===== src/rtl/vector_defn.sv =====
// vector_defn
// Registered vector-slicing and bit-ordering stage for one W-bit word.
// A valid word is captured on the rising clock edge. Its fields then appear
// on the outputs one cycle later and stay there until the next valid word.
//
// Ports:
//   clk       rising-edge clock
//   rst_n     synchronous active-low reset, sampled on clk
//   in_valid  num1 carries a word this cycle
//   num1      input word [W-1:0]
//   out_valid registered copy of in_valid
//   res1      MSB of the captured word
//   res2      low half of the captured word [W/2-1:0]
//   res3      captured word on an ascending-index bus [0:W-1]
//   res_rev   bit-reversed captured word
//   res_par   XOR-reduction (even parity) of the captured word
//   res_ones  number of 1 bits in the captured word, range 0..W
module vector_defn #(
  parameter int W = 8
) (
  input  logic                       clk,
  input  logic                       rst_n,
  input  logic                       in_valid,
  input  logic [W-1:0]               num1,
  output logic                       out_valid,
  output logic                       res1,
  output logic [W/2-1:0]             res2,
  output logic [0:W-1]               res3,
  output logic [W-1:0]               res_rev,
  output logic                       res_par,
  output logic [$clog2(W+1)-1:0]     res_ones
);

  localparam int H  = W / 2;
  localparam int OW = $clog2(W + 1);

  logic [W-1:0]  next_rev;
  logic [OW-1:0] next_ones;

  // Mirror the bit order and count the ones of the incoming word. Both are
  // purely combinational on num1 and only feed the capture registers, so no
  // input reaches an output without passing through a flop.
  always_comb begin
    next_rev  = '0;
    next_ones = '0;
    for (int i = 0; i < W; i++) begin
      next_rev[i] = num1[W-1-i];
      next_ones   = next_ones + OW'(num1[i]);
    end
  end

  // Capture registers. out_valid follows in_valid every edge, while the
  // result fields load only on a valid word and otherwise hold, so garbage on
  // num1 between words never disturbs them. Reset clears everything and wins
  // over a simultaneous valid word, which is simply dropped.
  // res3 takes num1 by plain vector assignment: the leftmost bit goes to the
  // leftmost position, so res3[0] receives the MSB and the numeric value is
  // unchanged.
  always_ff @(posedge clk) begin
    if (!rst_n) begin
      out_valid <= 1'b0;
      res1      <= 1'b0;
      res2      <= '0;
      res3      <= '0;
      res_rev   <= '0;
      res_par   <= 1'b0;
      res_ones  <= '0;
    end else begin
      out_valid <= in_valid;
      if (in_valid) begin
        res1     <= num1[W-1];
        res2     <= num1[H-1:0];
        res3     <= num1;
        res_rev  <= next_rev;
        res_par  <= ^num1;
        res_ones <= next_ones;
      end
    end
  end

endmodule


===== config.mk =====
export PLATFORM = sky130hd
export DESIGN_NAME = vector_defn
export DESIGN_NICKNAME = d
export VERILOG_FILES = /design/src/rtl/vector_defn.sv
export SDC_FILE = /design/constraint.sdc
export NUM_CORES = 1
export LEC_CHECK = 0
export CORE_UTILIZATION = 45
export CTS_BUF_LIST = sky130_fd_sc_hd__clkbuf_8
export DETAILED_ROUTE_END_ITERATION = 16
export PLACE_DENSITY_LB_ADDON = 0.08
export SYNTH_ARGS = -nofsm -noshare
export SYNTH_HDL_FRONTEND = slang
export SYNTH_SLANG_ARGS = --single-unit

===== constraint.sdc =====
create_clock -name clk -period 6.9 [get_ports clk]
set_input_delay 1.38 -clock clk [delete_from_list [all_inputs] [get_ports clk]]
set_output_delay 1.38 -clock clk [all_outputs]
set_load 0.02 [all_outputs]

[Word level (Yosys, flattened, before mapping)]
Cells that the tools add are included.
Widths: inputs -> output; s select.
Storage, ports and cells
  register bits after elaboration: 27
  bits of input ports: 11
  output and inout bits: 27
  word-level logic and storage cells: 15
Cells by class
  $add $sub $neg: 7
  reductions and logical operators: 1
Operators with widths (number)
  $add 4x1->4: 4
  $reduce_xor 8->1: 1
  $add 3x1->4: 1
  $add 2x1->3: 1
  $add 1x1->2: 1

[Longest topological paths before layout]
  depth after elaboration: 7
  mapped depth: 11
  depth with buffers taken out: 11

[Worst setup path before layout]
Ideal clock, no wire load.
  kind: in2reg
  start point: input num1[0]
  end point: register res_ones[2]
  library setup time: 0.116 ns
  data arrival time: 3.731 ns
  data required time: 6.784 ns
  setup slack: 3.053 ns
  cell stages on the path: 11
  path buffers: 0
  cell sequence: fa_1 > inv_1 > fa_1 > fa_1 > inv_1 > ha_1 > inv_1 > fa_1 > xnor2_1 > mux2i_1 > nor2b_1
On the way
  cells in the longest elaborated chain, start to end: 7
RTL lines
  start, declared: RTL line 24  | input logic [W-1:0] num1,
  $add 1x1->2: RTL line 48  | next_ones = next_ones + OW'(num1[i]);
  $add 2x1->3: RTL line 48
  $add 3x1->4: RTL line 48
  $add 4x1->4 (4 in a row): RTL line 48
  end signal, assigned: RTL line 76  | res_ones <= next_ones;
  end, declared: RTL line 31  | output logic [$clog2(W+1)-1:0] res_ones
Every way passes these cells.
A chain may end at the register's enable or synchronous reset.

[Worst setup path after layout]
Ends and elaborated chain as after synthesis.

==> flow_metrics.py <==
metrics = {
    "status": {
        "outcome": "finished clean",
    },
    "setup_path": {
        "timing.reg2reg.worst_path_depth": 2,
        "crit_required_ps": 7070,
        "r2r-start": "res_par",
        "end_kind": "register",
        "critical_path.startpoint_type": "input pin",
        "ff2ff_setup_slack_ps": 6110,
        "crit_type": "input pin to register",
        "r2r_end": "res_par",
        "crit_start": "num1[0]",
        "worst-path-max-fanout": 3,
        "cp.arrival_ps": 4430,
    },
    "synthesis": {
        "ys.flop_type": "dfxtp_1",
        "ys_seq_area_frac": 0.326,
        "synth_fa_ha_area_frac": 0.151,
        "ys_ff_latch": 14,
        "synth_compound_area_frac": 0.0349,
        "yosys.cell_types.count": 18,
        "synth_mux_area_frac": 0.116,
        "avgSynthCellArea_um2": 10.4,
        "synth_commonest_cells": "dfxtp_1, buf_4, inv_1, nor2b_1, mux2i_1",
        "async_reset_ff_frac": 0,
        "synth_top_area_share": 0.326,
        "syn_area_um2": 861,
        "synth_top_family_by_area": "buffers and inverters",
        "synthTopCellsByArea": "dfxtp_1, mux2i_1, buf_4",
        "netlist_instances": 83,
        "syn_nets": 102,
        "synth_top_cell_by_area": "dfxtp_1",
        "synth-edff-count": 0,
        "synth_xor_area_frac": 0.0916,
        "yosys.cell_count.top_type": "dfxtp_1",
        "synth_simple_gate_area_share": 0.103,
        "yosysWarnings": 0,
    },
    "cts": {
        "h-tree-depth": 1,
        "ctsHoldBuffers": 0,
        "cts_buffers": 3,
        "path_clk_slew_ps": 50,
        "insertion_delay_ps": 240,
        "clockBufferDepth": 2,
        "clock-sinks": 14,
        "cts_root_buffer": "clkbuf_8",
        "post_cts.repair.setup_buffers": 0,
        "cts_tree": "done",
        "post_cts_resized": 0,
    },
    "global_routing": {
        "antenna_found_initial": 0,
        "gr-total-overflow": 0,
        "grt.total_usage": 0.158,
        "grt_max_degree": 17,
        "grt_pass1_vias": 535,
        "grt_pass1_wl_um": 2330,
    },
    "route": {
        "drc_errors": 0,
        "drt_iter0_drc": 0,
        "firstDrtPassIters": 1,
        "wl_um": 1440,
        "wl_per_cell_um": 10.9,
        "ant_nets": 0,
        "viasPerCell": 4.45,
        "route.vias.total": 587,
    },
    "sta": {
        "clock.fmax_ghz": 0.235,
        "relSlewSlack": 0.480,
        "timing.final.crit_period_ps": 4260,
        "fin_crit_sh": 0.617,
        "finalSetupViolCount": 0,
        "skew_ps": 0,
        "finalHoldViolCount": 0,
        "fin_setup_tns_ps": 0,
        "slew_violations": 0,
        "worst_pin_slew_ps": 777,
        "rsz0062_at_grt": "no",
    },
    "flow_run": {
        "max_cap_viol_count": 0,
    },
    "power": {
        "combPwrFrac": 0.370,
        "clkPwrFrac": 0.257,
        "p_sw_uw": 72.6,
        "leakagePower_nw": 0.530,
        "p_sw_frac": 0.291,
        "seqPwrFrac": 0.372,
        "power_density_nw_per_um2": 209,
        "irDropWorstVdd_mv": 0.135,
        "p_int_uw": 176,
    },
    "hold_path": {
        "min_from": "res_ones[1]",
        "min_delay_worst_endpoint": "res_ones[1]",
        "hp-class": "register to register",
        "min_delay_path_depth": 1,
    },
    "die": {
        "die_h_um": 45.7,
        "io_pins": 38,
        "dieArea_um2": 2090,
        "core_um2": 1760,
        "die_x_um": 45.7,
        "num_rows": 15,
        "start_util": 0.488,
    },
    "final_layout": {
        "n_antenna_cell": 0,
        "nets": 128,
        "postLayoutCellArea_um2": 1190,
        "drive_gt1_frac": 0.0374,
        "area_delta_synth_final_pct": 38.5,
    },
    "placement": {
        "io_buffers": 37,
        "placed_area_um2": 1150,
        "routabilityCongestion": 0.707,
        "place_hpwl_um": 1110,
    },
}
==> layout make-up <==
| cell class | count | area, um^2 |
|---|---|---|
| clock buffers | 3 | 41.3 |
| fillers | 163 | 572 |
| inverters | 11 | 41.3 |
| multi-input cells | 42 | 428 |
| flip-flops and latches | 14 | 280 |
| well taps | 25 | 31.3 |
| repair buffers | 37 | 370 |
==> placed cells by master, fill, tap and decap left out <==
master and count:
nand2_1 2, clkbuf_8 3, a21oi_1 1, xnor2_2 1
dfxtp_1 14, and2_1 2, o22ai_1 1, nor2b_1 11
xnor2_1 2, mux2i_1 10, inv_1 11, clkdlybuf4s50_1 37
xnor3_1 2, ha_1 4, o211a_1 1, fa_1 4
a22o_1 1
==> per-stage QoR <==
step | power (mW) | hold WS (ps) | util | worst slack, ps | instances
finish | 0.249 | 478 | 0.676 | 2640 | 132
global route | 0.265 | 509 | 0.676 | 2460 | 132
CTS | 0.253 | 479 | 0.676 | 2620 | 132
detailed placement | 0.188 | 466 | 0.652 | 2390 | 129
global placement | 0.186 | 462 | 0.652 | 2430 | 129
floorplan | 0.156 | 589 | - | 3050 | 83
==> logic make-up after synthesis <==
logic type | after synthesis
adder cells (fa/ha/maj) | 8
buffers and inverters | 27
AND/OR/NAND/NOR | 15
flip-flops | 14
XOR/XNOR | 5
multiplexers | 10
AO/OA/AOI/OAI | 4
==> power by group through the flow <==
| stage | registers (mW) | clock network (mW) | logic (mW) |
|---|---|---|---|
| after floorplan | 0.104 | 0 | 0.0522 |
| after global placement | 0.0942 | 0 | 0.0921 |
| after detailed placement | 0.0944 | 0 | 0.0933 |
| after CTS | 0.0928 | 0.0667 | 0.0938 |
| after global routing | 0.0939 | 0.0684 | 0.102 |
| final | 0.0927 | 0.0640 | 0.0922 |
==> registers in the layout (all words and copies together), names as in the netlist <==
| signal | count |
|---|---|
| res3 | 4 |
| res2 | 3 |
| res_ones | 4 |
| out_valid | 1 |
| res_rev | 1 |
| res_par | 1 |
==> layer usage <==
layer / vias to the layer above / GRT usage / part of all wire
li1: 294 / - / -
met1: 271 / 0.188 / 0.44
met2: 20 / 0.274 / 0.49
met3: 2 / 0.0278 / 0.054
met4: 0 / 0.0706 / 0.0083
met5: - / 0 / 0
==> how the worst max path moves through the flow <==
stage | endpoint | cells after the start | slack [ps]
global placement | res_ones[2] | 12 | 2430
CTS | res_ones[2] | 12 | 2620
global route | res_ones[2] | 12 | 2460
detailed placement | res_ones[2] | 12 | 2390
finish | res_ones[2] | 12 | 2640
floorplan | res_ones[2] | 11 | 3050
==> critical path, stage by stage <==
cell	delay (ps)
clkdlybuf4s50_1	480
fa_1	560
inv_1	50
fa_1	500
fa_1	410
inv_1	70
ha_1	160
inv_1	60
fa_1	380
xnor2_1	170
mux2i_1	90
nor2b_1	120
Power figures use the tool's default switching activity.
